`config.mk`:
```
export PLATFORM = sky130hd
export DESIGN_NAME = polygon_fit_scorer
export DESIGN_NICKNAME = d
export VERILOG_FILES = /design/src/rtl/polygon_fit_scorer.sv
export SDC_FILE = /design/constraint.sdc
export NUM_CORES = 1
export LEC_CHECK = 0
export BUFFER_PORTS_ARGS = -buffer_cell sky130_fd_sc_hd__buf_2
export CAP_MARGIN = 20
export CORE_ASPECT_RATIO = 0.75
export CORE_MARGIN = 8
export CORE_UTILIZATION = 67
export CTS_CLUSTER_SIZE = 25
export DETAILED_ROUTE_END_ITERATION = 10
export GPL_ROUTABILITY_DRIVEN = 0
export PLACE_DENSITY = 0.86
export SLEW_MARGIN = 15
export SYNTH_ARGS = -nofsm -noshare
export SYNTH_HDL_FRONTEND = slang
export SYNTH_SLANG_ARGS = --single-unit
```
`constraint.sdc`:
```
create_clock -name clk -period 10.8 [get_ports clk]
set_clock_uncertainty 0.1 [all_clocks]
set_input_delay 1.08 -clock clk [delete_from_list [all_inputs] [get_ports clk]]
set_output_delay 1.08 -clock clk [all_outputs]
set_load 0.01 [all_outputs]
```
`src/rtl/polygon_fit_scorer.sv`:
```
// ---------------------------------------------------------------------------
// polygon_fit_scorer
//
// Per-frame pose scorer. After a start request it waits for the next frame
// boundary and then accumulates classified pixels for exactly one frame.
// At the closing boundary it reduces the three pixel counts to a signed
// 13-bit score and a pass flag.
//
// Parameters
//   SHIFT    arithmetic right shift applied to the raw difference
//   PASS_TH  signed threshold, pass = (score >= PASS_TH)
//
// Ports
//   clk               system clock
//   reset             asynchronous reset, active low
//   pix_en            one-cycle pixel strobe
//   DE                active-video flag, aligned with pixel inputs
//   v_sync            vertical sync, active-low pulse
//   in_polygon        pixel lies inside the target polygon
//   in_polygon_valid  qualifier for in_polygon
//   chroma            1 = background key colour, 0 = player body
//   start             measurement request, level sampled every clk
//   busy              high from accepted start until result_valid
//   score             signed 13-bit result, held until the next result
//   pass              score >= PASS_TH, held with score
//   result_valid      one-cycle pulse when score/pass update
// ---------------------------------------------------------------------------
module polygon_fit_scorer #(
    parameter int SHIFT   = 6,
    parameter int PASS_TH = 200
) (
    input  logic        clk,
    input  logic        reset,
    input  logic        pix_en,
    input  logic        DE,
    input  logic        v_sync,
    input  logic        in_polygon,
    input  logic        in_polygon_valid,
    input  logic        chroma,
    input  logic        start,
    output logic        busy,
    output logic [12:0] score,
    output logic        pass,
    output logic        result_valid
);

    typedef enum logic [2:0] {
        S_IDLE  = 3'd0,
        S_ARM   = 3'd1,
        S_ACCUM = 3'd2,
        S_SUM   = 3'd3,
        S_SCALE = 3'd4
    } state_t;

    localparam logic [18:0]        CNT_MAX   = 19'h7FFFF;
    localparam logic signed [20:0] SCORE_MAX = 21'sd4095;
    localparam logic signed [20:0] SCORE_MIN = -21'sd4096;
    localparam logic signed [20:0] PASS_TH_W = 21'(PASS_TH);

    state_t             state_q, state_d;
    logic               v_sync_d_q;
    logic               fb;
    logic               q;
    logic [2:0]         cls;
    logic [18:0]        hit_cnt, miss_cnt, hole_cnt;
    logic signed [20:0] diff_q, diff_d;
    logic signed [20:0] shifted;
    logic signed [20:0] clamped;
    logic [12:0]        score_q, score_d;
    logic               pass_q, pass_d;
    logic               result_valid_q, result_valid_d;
    logic               busy_q, busy_d;

    // Falling edge of v_sync marks the frame boundary.
    assign fb = v_sync_d_q & ~v_sync;
    assign q  = pix_en & DE & in_polygon_valid;

    // Class vector: [0]=hit, [1]=miss, [2]=hole. Background outside the
    // polygon is deliberately not counted.
    always_comb begin
        cls    = '0;
        cls[0] = q &  in_polygon & ~chroma;
        cls[1] = q & ~in_polygon & ~chroma;
        cls[2] = q &  in_polygon &  chroma;
    end

    // -----------------------------------------------------------------------
    // State machine
    // -----------------------------------------------------------------------
    always_comb begin
        state_d = state_q;
        case (state_q)
            S_IDLE:  if (start) state_d = S_ARM;
            // An fb coinciding with start is seen while still IDLE, so it
            // cannot arm accumulation; counting waits for the next fb.
            S_ARM:   if (fb) state_d = S_ACCUM;
            S_ACCUM: if (fb) state_d = S_SUM;
            S_SUM:   state_d = S_SCALE;
            S_SCALE: state_d = S_IDLE;
            default: state_d = S_IDLE;
        endcase
    end

    // -----------------------------------------------------------------------
    // Saturating class counters, cleared when a start is accepted.
    // The pixel sampled on the closing fb cycle is excluded.
    // -----------------------------------------------------------------------
    genvar gi;
    generate
        for (gi = 0; gi < 3; gi++) begin : g_cnt
            logic [18:0] cnt_q, cnt_d;

            always_comb begin
                cnt_d = cnt_q;
                if (state_q == S_IDLE && start) begin
                    cnt_d = '0;
                end else if (state_q == S_ACCUM && !fb && cls[gi] &&
                             cnt_q != CNT_MAX) begin
                    cnt_d = cnt_q + 19'd1;
                end
            end

            always_ff @(posedge clk or negedge reset) begin
                if (!reset) begin
                    cnt_q <= '0;
                end else begin
                    cnt_q <= cnt_d;
                end
            end
        end
    endgenerate

    assign hit_cnt  = g_cnt[0].cnt_q;
    assign miss_cnt = g_cnt[1].cnt_q;
    assign hole_cnt = g_cnt[2].cnt_q;

    // -----------------------------------------------------------------------
    // Reduction: diff is 21-bit signed, wide enough for the full range of
    // hit - miss - hole/2 with all counters saturated.
    // -----------------------------------------------------------------------
    always_comb begin
        diff_d = diff_q;
        if (state_q == S_SUM) begin
            diff_d = $signed({2'b00, hit_cnt})
                   - $signed({2'b00, miss_cnt})
                   - $signed({3'b000, hole_cnt[18:1]});
        end
    end

    always_comb begin
        shifted = diff_q >>> SHIFT;
        if (shifted > SCORE_MAX) begin
            clamped = SCORE_MAX;
        end else if (shifted < SCORE_MIN) begin
            clamped = SCORE_MIN;
        end else begin
            clamped = shifted;
        end
    end

    always_comb begin
        score_d        = score_q;
        pass_d         = pass_q;
        result_valid_d = 1'b0;
        if (state_q == S_SCALE) begin
            score_d        = clamped[12:0];
            pass_d         = (clamped >= PASS_TH_W);
            result_valid_d = 1'b1;
        end
    end

    // busy follows the next state so it rises with ARM and falls in the
    // same cycle result_valid is presented.
    assign busy_d = (state_d != S_IDLE);

    // -----------------------------------------------------------------------
    // Registers
    // -----------------------------------------------------------------------
    always_ff @(posedge clk or negedge reset) begin
        if (!reset) begin
            state_q        <= S_IDLE;
            // Reset high: a v_sync already low at release can at most yield
            // one fb on the first cycle, which lands in IDLE and is ignored.
            v_sync_d_q     <= 1'b1;
            diff_q         <= '0;
            score_q        <= '0;
            pass_q         <= 1'b0;
            result_valid_q <= 1'b0;
            busy_q         <= 1'b0;
        end else begin
            state_q        <= state_d;
            v_sync_d_q     <= v_sync;
            diff_q         <= diff_d;
            score_q        <= score_d;
            pass_q         <= pass_d;
            result_valid_q <= result_valid_d;
            busy_q         <= busy_d;
        end
    end

    assign busy         = busy_q;
    assign score        = score_q;
    assign pass         = pass_q;
    assign result_valid = result_valid_q;

endmodule
```
Word-level counts from Yosys, hierarchy flattened:

Cells that the tools add are included.
Widths: inputs -> output; s select.

* register bits: 98
* bits of input ports: 9
* output and inout bits: 16
* word-level logic and storage cells: 63

* add/sub/neg operators: 5
* order comparisons: 3
* equal/unequal tests: 7
* mux-type cells: 13
* bitwise operators: 11
* reductions and logical operators: 14

Operators with widths (number)
* $mux 19: 6
* $add 19x1->19 const B: 3
* $ne 19x19->1 const B: 3
* $mux 21: 2
* $ge 21x9->1 const B: 1
* $sub 20x19->21: 1
* $sub 19x19->20: 1
* $gt 15x13->1 const B: 1
* $lt 15x13->1 const B: 1
* $pmux 3 s4: 1
* $mux 3: 3
* $and 1x1->1: 8
* $logic_and 1x1->1: 8
* $eq 3x2->1 const B: 2
* $reduce_bool 2->1: 3
* $eq 3x1->1 const B: 1
* $eq 3x3->1 const B: 1
* $logic_not 3->1: 1
* $not 1->1: 3
* $reduce_bool 3->1: 1
* $logic_not 1->1: 1
* $mux 1: 1

Logic depth before layout (Yosys ltp):

Gate-level depths: netlist of the first run.

* depth after elaboration: 8
* depth in mapped cells: 21
* depth with buffers taken out: 21

Worst setup path after synthesis of the first run:

No wires, ideal clock.

* path type: register to register
* start point: register g_cnt[1].cnt_q[0]
* end point: register diff_q[17]
* setup time: 0.130 ns
* arrival: 3.751 ns
* path slack: 6.818 ns
* stages on the path, launching flop included: 21
* path buffers: 0
* period minus slack after synthesis: 3.982 ns
* cells stage by stage: dfrtp_1 -> ha_1 -> inv_1 -> fa_1 -> a211oi_1 -> nor2_1 -> o21a_1 -> nor2_1 -> o21bai_1 -> a21oi_1 -> xnor2_1 -> ha_1 -> nor3_1 -> o21ai_1 -> o21bai_1 -> a21o_1 -> a311oi_2 -> o21bai_1 -> a21o_1 -> a211oi_1 -> o31ai_1

* longest elaborated chain between the ends: 2

Ends and longest elaborated chain
* start: declaration: RTL line 111 `logic [18:0] cnt_q, cnt_d;`
* start signal: assignment: RTL line 127 `cnt_q <= cnt_d;`
* $sub 19x19->20: RTL line 145 `- $signed({2'b00, miss_cnt})`
* $sub 20x19->21: RTL line 146 `- $signed({3'b000, hole_cnt[18:1]});`
* end signal: assignment: RTL line 193 `diff_q <= diff_d;`
* end: declaration: RTL line 66 `logic signed [20:0] diff_q, diff_d;`

No other way between the ends.
A chain may end at the register's enable or synchronous reset.

Worst setup path in the final report of the first run:

Ends and elaborated chain as after synthesis.

==> results of run 1 <==
## tightest hold or removal path, stage by stage, from the launching register on
cell and delay, ps:
dfrtp_1 330, nand2_1 50, o21ai_0 60
## synthesized netlist by cell type, drive strengths merged (6+ instances only)
library cell	number
nand4	13
or3	9
nand2b	7
clkbuf	12
a211oi	8
nor3	11
nand2	44
o21bai	6
xnor2	50
a21o	11
and3	14
a21oi	46
inv	53
ha	40
xor2	23
and4	6
o21ai	30
dfrtp	91
nor2	92
nand3	24
## cell type report
class,instances,area (um2),share of cell area (%)
clock inverter,3,40.0,0.626
timing repair buffer,27,145,2.27
tap,108,135,2.11
sequential,92,2300,36.0
multi-input combinational,488,3330,52.1
inverter,53,199,3.11
clock buffer,13,240,3.76
## power by group through the flow
| stage | Sequential (mW) | Clock, mW | Combinational (mW) |
|---|---|---|---|
| after global routing | 0.454 | 0.322 | 0.379 |
| after floorplan | 0.455 | 0 | 0.238 |
| after global placement | 0.448 | 0 | 0.323 |
| final | 0.447 | 0.307 | 0.339 |
| after CTS | 0.446 | 0.310 | 0.340 |
| after detailed placement | 0.453 | 0 | 0.337 |
## sequential cells by signal, indices dropped and copies added, names as in the netlist
signal and flops:
diff_q 15, g_cnt.cnt_q 57, state_q 3, pass 1, v_sync_d_q 1, score 13
busy 1, result_valid 1
## through the flow
stage / util (%) / hold WS, ps / instances / area [um2]
final: 75.3 / 378 / 784 / 6390
after global routing: 75.3 / 418 / 784 / 6390
after CTS: 75.3 / 382 / 784 / 6390
after detailed placement: 72.0 / 369 / 768 / 6110
after global placement: 72.0 / 361 / 768 / 6110
after floorplan: - / 342 / 646 / 5880
## per-layer routing
| layer | up-vias | share of wire [%] | global-route usage (%) |
|---|---|---|---|
| li1 | 2275 | - | - |
| met1 | 2264 | 47 | 30.9 |
| met2 | 94 | 47 | 34.5 |
| met3 | 13 | 5.0 | 4.47 |
| met4 | 0 | 1.0 | 5.38 |
| met5 | - | 0 | 0 |
## placed cells by master, fill, tap and decap left out, types with 3 or more instances in the layout
master | netlist | final
dfrtp_1 | 91 | 91
nor2_1 | 90 | 90
inv_1 | 52 | 52
xnor2_1 | 50 | 50
nand2_1 | 44 | 44
a21oi_1 | 44 | 44
ha_1 | 40 | 40
o21ai_0 | 25 | 25
nand3_1 | 23 | 23
xor2_1 | 23 | 23
buf_2 | 0 | 23
nand4_1 | 12 | 12
nor3_1 | 11 | 11
a21o_1 | 11 | 11
clkbuf_16 | 0 | 9
and3_1 | 8 | 8
nand2b_1 | 7 | 7
a211oi_1 | 7 | 7
or3_1 | 7 | 7
o21bai_1 | 6 | 6
nor2b_1 | 5 | 5
o211ai_1 | 5 | 5
o21a_1 | 5 | 5
o21ai_1 | 5 | 5
and3_4 | 5 | 5
clkbuf_1 | 12 | 4
buf_4 | 0 | 4
a31oi_1 | 3 | 3
and4_1 | 3 | 3
and4_4 | 3 | 3
nor4_2 | 3 | 3
## path summary, 6_finish.rpt
| path | from | cells past startpoint | end | slack, ps |
|---|---|---|---|---|
| worst max-delay path | g_cnt[1].cnt_q[0] | 19 | diff_q[17] | 6350 |
| worst min-delay path | diff_q[12] | 2 | diff_q[12] | 380 |
| worst max register to register | g_cnt[1].cnt_q[0] | 19 | diff_q[17] | 6350 |
| worst min register to register | diff_q[12] | 2 | diff_q[12] | 380 |
| max in group asynchronous | reset | 2 | score[8] | 8880 |
| min in group asynchronous | reset | 1 | pass | 500 |
## cell families after synthesis
logic type,count (synthesis),share of synthesized area [%]
adders and majority gates,41,8.86
AOI/OAI and AO/OA,131,14.4
buffers and inverters,66,4.34
and+or+nand+nor,239,21.6
muxes,4,0.724
DFF,92,39.2
xor gates and xnor gates,73,10.9
==> flow_summary.toml, run 1 <==
[outcome]
status = "finished, final reports clean"

[place]
dpl_worst_slack_ps = 6430
dpl.hpwl_um = 9500
io_buffer_count = 24

[timing]
drv_slew = 0
fmax_ghz = 0.225
setup_ws_ps = 6350
timing.setup.tns_ps = 0
finalCriticalPeriod_ps = 4450
slew_headroom_pct = 38.4
hold_viol_final = 0
period_share_pct = 41.2
setup_violations = 0
worstMarginPinSlew_ps = 923
rsz0062_at_grt = "false"

[pwr]
fin_total_pwr_mw = 1.09
p_sw_share_pct = 34.3
vdd_drop_max_v = 0.000163
power.switching_mw = 0.375
p_int_mw = 0.718
power.share.combinational_pct = 31.0
cellPowerDensity_nw_per_um2 = 171
seqPwrFrac_pct = 40.9
power.share.clock_pct = 28.1
leakagePower_nw = 2.92

[final_layout]
area_growth_pct = 8.77
nFillCells = 613
nets = 721
n_antenna_cell = 0
drive_above_1_share_pct = 10.8

[synth]
yosysUniqueCellTypes = 65
avgSynthCellArea_um2 = 9.10
yosysTopAreaCell = "dfrtp_1"
synthesis.instances = 646
yosys-top-cells-area = "dfrtp_1, ha_1, xnor2_1"
synth_top_area_share_pct = 38.7
netlist_area_um2 = 5880
ys_warn_count = 0
ys_seq_area_share_pct = 39.2
ys_ff_latch = 92
synthFlopType = "dfrtp_1"
ys_async_sr_fraction_pct = 100
syn-num-nets = 696
synth_edf_count = 0

[global_route]
grt_overflow = 0
grtUsageTotal_pct = 22.2
grt_max_degree = 74
grt_pass1_vias = 4565
antenna_found_initial = 0
grt_pass1_wl_um = 21700

[worst_setup_path]
crit_buf_inv = 1
path_max_fanout = 5
worstSetupEndpointType = "flop"
criticalPathCategory = "reg -> reg"
cpPeakStageDelay_ps = 470
slowest_stage = "dfrtp_1"
start_kind = "flop"
critPathTopFamily = "compound AO/OA/AOI/OAI gates"
required_ps = 10900
cp_common_cell = "nor2_1"
path_cells = "ha_1, inv_1, fa_1, a211oi_1, nor2_1, o21a_1, nor2_1, o21bai_1, a21oi_1, xnor2_1, ha_1, o21ai_0, nor2_1, a21o_1, a311oi_2, o21bai_1, a21o_1, a211oi_1, o31ai_1"
cp.arrival_ps = 4550

[clock_tree]
cts_tree = "done"
cts-resized-gates = 0
clkLatencyLatePin_ps = 340
cts.path.max_buffers = 2
cts_root_buf = "clkbuf_16"
path_clk_slew_ps = 60
post_cts_buffers = 0
cts_hold_buf = 0
cts_buffers = 9
cts.htree.levels = 3
cts_sinks = 92

[drt]
vias = 4646
wl_per_cell_um = 16.2
drt_iter0_drc = 396
viasPerCell = 5.93
antenna_left = 0
dr.pass1.iters = 5
drt_wl_total_um = 12700
post-route-drc-count = 0

[die]
die_h_um = 97.1
initial_core_util_pct = 69.2
core-area_um2 = 8490
die-area_um2 = 12100
rows = 29
die_w_um = 124
io-pin-count = 25

[worst_hold_path]
hold_class = "reg -> reg"

[job]
max-cap-violations = 0
No activity file was read; power rests on OpenSTA's default activity.
==> inputs of run 2 (changes only) <==
- CORE_UTILIZATION: 67 -> 62
- PLACE_DENSITY: 0.86 -> 0.8
- clock period: 10.8 -> 4.5 ns (I/O delays scaled with it)
==> run 2 against run 1 <==
  * Sequential cell count is the same
  * Sequential share of layout area shrank 0.94 points
  * Via count grew 0.50%
  * Register-to-register slack lost 6200 ps
  * Cell count grew 3.2%
  * Core utilization shrank 3.3 points
  * Cell area grew 2.7%
  * Worst hold slack lost 300 ps
  * Die area grew 6.9%
  * Combinational power grew to 2.5 times the previous value
  * Global-route usage shrank 1.1 points
  * Critical path type unchanged
  * Largest power group unchanged
==> flow_summary.toml, run 2 (synthesis gave the netlist of run 1 again) <==
[outcome]
status = "finished, final reports clean"

[worst_setup_path]
worstReg2RegEnd = "diff_q[17]"
criticalPathCategory = "reg -> reg"
reg2regPathDepth = 21
path_max_fanout = 4
start_kind = "flop"
worstSetupEndpointType = "flop"
cp.arrival_ps = 4440
r2r-start = "g_cnt[0].cnt_q[0]"
required_ps = 4600
r2r_setup_slack_ps = 160

[die]
die_w_um = 128
die_h_um = 100
io-pin-count = 25
core-area_um2 = 9120
rows = 30
die-area_um2 = 12900
initial_core_util_pct = 64.4

[final_layout]
seqCellArea_um2 = 2300
n_antenna_cell = 0
area_growth_pct = 11.7
drive_above_1_share_pct = 13.1
multi_input_comb_area_um2 = 3360
nFillCells = 690
top_register = "g_cnt.cnt_q"
nets = 726
mostFrequentLayoutCells = "dfrtp_1, nor2_1, inv_1, xnor2_1, nand2_1"
largest_register_ffs = 57
stdcell_area_um2 = 6560
final_common_cell = "dfrtp_1"

[timing]
finalCriticalPeriod_ps = 4340
setup_ws_ps = 157
drv_slew = 0
setup_violations = 0
worstMarginPinSlew_ps = 814
period_share_pct = 96.5
fmax_ghz = 0.230
hold_viol_final = 0
slew_headroom_pct = 45.7

[drt]
drt_iter0_drc = 358
drt_wl_total_um = 13200
viasPerCell = 5.77
post-route-drc-count = 0
antenna_left = 0
wl_per_cell_um = 16.4
vias = 4669
dr.pass1.iters = 5

[clock_tree]
clkLatencyLatePin_ps = 350
cts.path.max_buffers = 2
path_clk_slew_ps = 70
cts_sinks = 92
cts_root_buf = "clkbuf_16"
cts_tree = "done"
cts.htree.levels = 3
cts_buffers = 9

[place]
dpl_worst_slack_ps = 64.8
io_buffer_count = 24
dpl.hpwl_um = 9460
place_area_um2 = 6140

[global_route]
grt_pass1_wl_um = 22000
grtUsageTotal_pct = 21.1
grt_max_degree = 93
grt_overflow = 0
grt_pass1_vias = 4718
antenna_found_initial = 0

[pwr]
vdd_drop_max_v = 0.000420
leakagePower_nw = 2.98
cellPowerDensity_nw_per_um2 = 429

[worst_hold_path]
hold_class = "in -> async"

[job]
max-cap-violations = 0
==> run 2: changes by cell type in the layout (fill, tap and decap cells not counted), sizes merged <==
cell      delta
buf          +5
bufinv       +2
clkinvlp     +1
clkbuf       -3
==> run 2: how the worst max path moves through the flow <==
stage | start | end | slack (ps) | cells after the start
global route | g_cnt[0].cnt_q[0] | diff_q[17] | -50 | 21
global placement | g_cnt[0].cnt_q[0] | diff_q[17] | 300 | 21
finish | g_cnt[0].cnt_q[0] | diff_q[17] | 160 | 21
CTS | g_cnt[0].cnt_q[0] | diff_q[17] | 10 | 21
floorplan | g_cnt[1].cnt_q[0] | diff_q[17] | 520 | 20
detailed placement | g_cnt[0].cnt_q[0] | diff_q[17] | 60 | 21
==> run 2: area by class of cell <==
type	count	area share (%)
sequential	92	35.1
timing repair buffer	32	2.84
clock inverter	6	1.70
tap	128	2.44
inverter	53	3.03
multi-input combinational	488	51.3
clock buffer	10	3.64
==> run 2: report_power, final <==
part | internal, mW | total (mW) | switching (mW) | leakage [nW]
sequential | 0.969 | 1.07 | 0.104 | 1.22
combinational | 0.348 | 0.856 | 0.509 | 1.59
clock | 0.558 | 0.890 | 0.332 | 0.169
total | 1.87 | 2.82 | 0.944 | 2.98
==> run 2: critical path, stage by stage (launching register included) <==
cell and delay, ps:
dfrtp_1 420, inv_1 80, ha_1 150, inv_1 60, fa_2 410, a211oi_4 300
nor2_1 100, o21a_1 190, nor2_2 120, o21bai_1 80, a21oi_1 180, xnor2_1 90
ha_1 240, nor3_2 130, o21ai_1 80, o21bai_1 170, a21o_1 250, a311oi_2 310
o21bai_2 130, a21o_1 230, a211oi_2 260, o31ai_1 100
==> run 2: routing by layer <==
layer / wire [um] / vias up / track usage [%] / share of wire, %
met5: 0 / - / 0 / 0
met4: 192 / 0 / 7.01 / 1.4
met3: 449 / 20 / 3.55 / 3.4
met2: 6330 / 80 / 35.4 / 48
met1: 6270 / 2281 / 27.0 / 47
li1: - / 2288 / - / -
==> run 2: what timing repair did <==
item                                    4_1_cts  5_1_grt
pin swaps                                     0        4
hold buffers                                  0        0
resized for setup                             1        7
endpoints found under the setup margin        1        8
buffers inserted                              0        5
==> run 2: per-stage QoR <==
stage | util (%) | cells | power, mW | TNS, ps | hold slack, ps
finish | 72.0 | 809 | 2.82 | 0 | 79.7
CTS | 71.2 | 804 | 2.79 | 0 | 116
global placement | 67.3 | 788 | 1.85 | 0 | 362
floorplan | - | 646 | 1.66 | 0 | 54.4
detailed placement | 67.3 | 788 | 1.90 | 0 | 368
global route | 72.0 | 809 | 2.96 | -46.3 | 122
